$ cat src/rtl/flopen_pipe_pkg.sv
// Shared constants and helpers for the flopen_pipe elastic pipeline register.
package flopen_pipe_pkg;

    // Bits needed to hold values 0..n-1; returns 0 for n <= 1.
    function automatic int unsigned clog2(input int unsigned n);
        int unsigned r;
        r = 0;
        while ((64'd1 << r) < 64'(n)) begin
            r++;
        end
        return r;
    endfunction

endpackage

$ cat src/rtl/flopen_pipe_stage.sv
// One pipeline stage: an enable-only data flop paired with its valid flop.
module flopen_stage
    import flopen_pipe_pkg::*;
#(
    parameter int unsigned      WIDTH     = 8,
    parameter logic [WIDTH-1:0] RESET_VAL = '0
) (
    input  logic             clk,
    input  logic             reset_n,
    input  logic             en,
    input  logic             vin,
    input  logic [WIDTH-1:0] din,
    output logic             vout,
    output logic [WIDTH-1:0] dout
);

    logic             v_q;
    logic [WIDTH-1:0] data_q;

    // Data only loads when a valid word arrives, so invalid slots never toggle.
    always_ff @(posedge clk or negedge reset_n) begin
        if (!reset_n) begin
            v_q    <= 1'b0;
            data_q <= RESET_VAL;
        end else if (en) begin
            v_q <= vin;
            if (vin) begin
                data_q <= din;
            end
        end
    end

    assign vout = v_q;
    assign dout = data_q;

endmodule

$ cat src/rtl/flopen_pipe.sv
// Elastic valid/ready pipeline of DEPTH enabled stages with bubble collapsing,
// synchronous flush and a registered occupancy count.
module flopen_pipe
    import flopen_pipe_pkg::*;
#(
    parameter int unsigned      WIDTH     = 8,
    parameter int unsigned      DEPTH     = 2,
    parameter logic [WIDTH-1:0] RESET_VAL = '0,
    localparam int unsigned     CNT_W     = clog2(DEPTH + 1)
) (
    input  logic             clk,
    input  logic             reset_n,
    input  logic             clr,
    input  logic             in_valid,
    output logic             in_ready,
    input  logic [WIDTH-1:0] d,
    output logic             out_valid,
    input  logic             out_ready,
    output logic [WIDTH-1:0] q,
    output logic [CNT_W-1:0] count
);

    logic [DEPTH-1:0] adv;
    logic [DEPTH-1:0] stage_v;
    logic [WIDTH-1:0] stage_d [DEPTH];
    logic [DEPTH-1:0] src_v;
    logic [WIDTH-1:0] src_d   [DEPTH];

    logic             push;
    logic             pop;
    logic [CNT_W-1:0] count_q;
    logic [CNT_W-1:0] count_d;

    assign in_ready = adv[0] && !clr;
    assign push     = in_valid && in_ready;
    assign pop      = out_valid && out_ready;

    for (genvar i = 0; i < DEPTH; i++) begin : g_stage
        if (i == DEPTH - 1) begin : g_last
            assign adv[i] = !stage_v[i] || out_ready;
        end else begin : g_mid
            assign adv[i] = !stage_v[i] || adv[i+1];
        end

        if (i == 0) begin : g_head
            assign src_v[i] = push;
            assign src_d[i] = d;
        end else begin : g_body
            assign src_v[i] = stage_v[i-1];
            assign src_d[i] = stage_d[i-1];
        end

        // Flush forces every stage to advance with an invalid source:
        // valid bits clear while data registers keep their contents.
        flopen_stage #(
            .WIDTH     (WIDTH),
            .RESET_VAL (RESET_VAL)
        ) u_stage (
            .clk     (clk),
            .reset_n (reset_n),
            .en      (adv[i] || clr),
            .vin     (src_v[i] && !clr),
            .din     (src_d[i]),
            .vout    (stage_v[i]),
            .dout    (stage_d[i])
        );
    end

    always_comb begin
        count_d = count_q;
        if (clr) begin
            count_d = '0;
        end else begin
            case ({push, pop})
                2'b10:   count_d = count_q + CNT_W'(1);
                2'b01:   count_d = count_q - CNT_W'(1);
                default: count_d = count_q;
            endcase
        end
    end

    always_ff @(posedge clk or negedge reset_n) begin
        if (!reset_n) begin
            count_q <= '0;
        end else begin
            count_q <= count_d;
        end
    end

    assign out_valid = stage_v[DEPTH-1];
    assign q         = stage_d[DEPTH-1];
    assign count     = count_q;

endmodule

$ cat config.mk
export PLATFORM = sky130hd
export DESIGN_NAME = flopen_pipe
export DESIGN_NICKNAME = d
export VERILOG_FILES = /design/src/rtl/flopen_pipe_pkg.sv /design/src/rtl/flopen_pipe_stage.sv /design/src/rtl/flopen_pipe.sv
export SDC_FILE = /design/constraint.sdc
export NUM_CORES = 1
export LEC_CHECK = 0
export CAP_MARGIN = 5
export CORE_MARGIN = 3
export CORE_UTILIZATION = 55
export CTS_BUF_LIST = sky130_fd_sc_hd__clkbuf_8
export DETAILED_ROUTE_END_ITERATION = 16
export DONT_BUFFER_PORTS = 1
export PLACE_DENSITY = 0.74
export SETUP_SLACK_MARGIN = 0.4
export SLEW_MARGIN = 20
export SYNTH_ARGS = -nofsm -noshare
export SYNTH_HDL_FRONTEND = slang
export SYNTH_SLANG_ARGS = --single-unit
$ cat constraint.sdc
create_clock -name clk -period 1.2 [get_ports clk]
set_input_delay 0.24 -clock clk [delete_from_list [all_inputs] [get_ports clk]]
set_output_delay 0.24 -clock clk [all_outputs]
set_load 0.02 [all_outputs]
==> flow_metrics.env <==
export IMPL_status="finished, violations left"
export IMPL_failed_checks="setup timing"
export IMPL_dp_hpwl_mm=1.02
export IMPL_grt_pass1_wl_mm=2.95
export IMPL_dpl_cell_area_sq_um=986
export IMPL_required_ps=1350
export IMPL_port_buffers=0
export IMPL_p_per_area_nw_per_um2=1690
export IMPL_gr_usage_met3_pct=5.53
export IMPL_grt_pass1_vias=590
export IMPL_yosysTopAreaCell="dfrtp_1"
export IMPL_die_w_microns=45.6
export IMPL_crit_type="reg2reg"
export IMPL_io_pins=25
export IMPL_cts_tree="done"
export IMPL_crit_path_max_fanout=8
export IMPL_crit_chain="nor2b_4 -> nor3b_4 -> buf_12 -> mux2_4"
export IMPL_clk_pin_slew_ps=80
export IMPL_antenna_found_initial=0
export IMPL_grt_usage_pct=20.5
export IMPL_rsz0062_at_grt="yes"
export IMPL_cts_buffers=3
export IMPL_start_util_pct=62.4
export IMPL_synthCells=60
export IMPL_routedWlPerCell_microns=21.4
export IMPL_clock_fmax_mhz=728
export IMPL_finalSetupViolCount=20
export IMPL_finalHoldViolations=0
export IMPL_drc=0
export IMPL_period_share_pct=114
export IMPL_leakagePower_nw=0.572
export IMPL_internal_power_mw=1.50
export IMPL_grt_busiest_layer="met2"
export IMPL_power_net_switching_uw=535
export IMPL_first_pass_iters=4
export IMPL_synth_seq_area_share_pct=58.1
export IMPL_ys_seq_elements=20
export IMPL_coreArea_sq_um=1380
export IMPL_overflow=0
export IMPL_syn_area_sq_um=862
export IMPL_antenna_cells=0
export IMPL_slew_headroom_pct=43.8
export IMPL_power_mw=2.04
export IMPL_crit_arrival_ps=1520
export IMPL_die_h_microns=45.6
export IMPL_hold_path_class="in2reg"
export IMPL_critPathBufInv=1
export IMPL_first_iter_violations=2
export IMPL_numClockSinks=20
export IMPL_switching_share_pct=26.3
export IMPL_vias=562
export IMPL_crit_path_start_kind="flop"
export IMPL_peakVddDrop_v=0.00129
export IMPL_maxCapViolCount=0
export IMPL_met1_usage_pct=25.1
export IMPL_final_layout_size_suffix_gt1_share_pct=67.1
export IMPL_fp_row_count=13
export IMPL_finalClockSkew_ps=6.18
export IMPL_area_delta_synth_final_pct=39.8
export IMPL_seqPwrFrac_pct=49.7
export IMPL_cts_max_level=1
export IMPL_holdWs_ps=35.9
export IMPL_wirelength_mm=2.01
export IMPL_synth_area_leaders="dfrtp_1, mux2_2, nor2_1"
export IMPL_gp_congestion=0.743
export IMPL_finalNetCount=93
export IMPL_via_per_inst=5.98
export IMPL_synth_area_per_cell_sq_um=14.4
export IMPL_critPathCaptureType="flop"
export IMPL_slowest_stage="dfrtp_2"
export IMPL_period_needed_ps=1370
export IMPL_yosysWarnings=0
export IMPL_clk_latency_ps=260
export IMPL_synth_nets=73
export IMPL_crit_path_max_incr_delay_ps=440
export IMPL_slew_viol_final=0
export IMPL_cts_buffer_depth=2
export IMPL_synth_top_area_share_pct=58.1
export IMPL_nFillCells=59
export IMPL_fin_area_sq_um=1200
export IMPL_pre_cts_slack_ps=-194
export IMPL_crit_family="flip-flops"
export IMPL_grt_max_degree=21
export IMPL_cts_root_buf="clkbuf_8"
export IMPL_use_met2_pct=34.5
export IMPL_die_area_sq_um=2080
export IMPL_clock_power_share_pct=33.0
export IMPL_fin_ws_ps=-174
export IMPL_pwr_share_comb_pct=17.3
export IMPL_worst_pin_slew_ps=842
export IMPL_ant_nets=0
export IMPL_synth_distinct_cells=18
## metal layers
| layer | wire length (microns) | vias up | part of all wire, % |
|---|---|---|---|
| met3 | 165 | 4 | 8.2 |
| met4 | 29 | 0 | 1.4 |
| met5 | 0 | - | 0 |
| li1 | - | 252 | - |
| met2 | 1040 | 27 | 52 |
| met1 | 776 | 279 | 39 |
## state kept, by name, indices dropped and copies added (netlist names)
signal                count
count                     2
g_stage.u_stage.dout     16
g_stage.u_stage.vout      2
## synthesized netlist by cell type
master / n
dfrtp_1: 20
mux2_2: 17
nor2_1: 6
and3b_2: 2
nor2b_1: 2
a211oi_1: 1
a21boi_0: 1
a22oi_1: 1
and3b_1: 1
buf_6: 1
nand2_2: 1
nand2b_1: 1
nand3b_1: 1
nor2b_4: 1
nor3b_1: 1
nor3b_4: 1
o211ai_1: 1
o21ai_0: 1
## metrics by stage
step | std cells | utilization, % | setup TNS, ps
6_report | 94 | 87.1 | -2890
5_1_grt | 94 | 87.1 | -3570
4_1_cts | 91 | 84.0 | -2710
3_5_place_dp | 82 | 71.3 | -2570
3_3_place_gp | 82 | 71.3 | -2030
2_1_floorplan | 60 | - | -2080
## placed cells by master (no fill, tap or decap)
master | Yosys | final
a211oi_2 | 0 | 1
a21boi_1 | 0 | 1
a22oi_2 | 0 | 1
and3b_1 | 1 | 1
and3b_2 | 2 | 2
buf_12 | 0 | 1
buf_4 | 0 | 9
buf_6 | 1 | 5
bufinv_16 | 0 | 1
clkbuf_8 | 0 | 3
dfrtp_1 | 20 | 13
dfrtp_2 | 0 | 7
dlymetal6s2s_1 | 0 | 1
mux2_4 | 0 | 17
nand2_4 | 0 | 1
nand2b_1 | 1 | 1
nand3b_1 | 1 | 1
nor2_1 | 6 | 4
nor2_4 | 0 | 2
nor2b_1 | 2 | 2
nor2b_4 | 1 | 1
nor3b_2 | 0 | 1
nor3b_4 | 1 | 1
o211ai_1 | 1 | 1
o21ai_0 | 1 | 1
## area by class of cell
cell class	instances	area [sq um]	share of cell area, %
Clock inverter	1	30.0	2.49
Sequential cell	20	509	42.3
Tap cell	15	18.8	1.56
Timing Repair Buffer	16	156	13.0
Clock buffer	3	41.3	3.43
Multi-Input combinational cell	39	449	37.3
## power by group through the flow
stage          clock network (mW)  logic (mW)  registers, mW
5_1_grt                     0.701       0.379           1.03
2_1_floorplan                   0       0.193          0.990
3_5_place_dp                    0       0.235           1.01
4_1_cts                     0.669       0.331           1.01
3_3_place_gp                    0       0.229           1.00
6_report                    0.672       0.353           1.01
## cell families after synthesis
kind of cell	Yosys count	synth area share, %
DFF	20	58.1
muxes	17	22.2
and+or+nand+nor	17	14.4
AOI/OAI and AO/OA	5	4.06
buffers and inverters	1	1.31
## repair_timing
item / in CTS / in global routing
setup buffers: 4 / 3
pin swaps: 7 / 5
gates cloned: 0 / 0
endpoints found under the hold margin: 20 / 0
endpoints found under the setup margin: 32 / 52
resized for setup: 21 / 7
hold buffers: 1 / 0
## final timing paths
kind / startpoint / end / slack, ps / cells past startpoint
setup reg to reg: g_stage[1].u_stage.vout / g_stage[1].u_stage.dout[3] / -170 / 4
min in group asynchronous: reset_n / g_stage[0].u_stage.dout[0] / 70 / 1
hold reg to reg: g_stage[0].u_stage.dout[1] / g_stage[0].u_stage.dout[1] / 520 / 1
max in group asynchronous: reset_n / g_stage[0].u_stage.vout / 550 / 1
setup / recovery: g_stage[1].u_stage.vout / g_stage[1].u_stage.dout[3] / -170 / 4
hold / removal: clr / g_stage[1].u_stage.vout / 40 / 1
(Power assumes the default switching activity.)
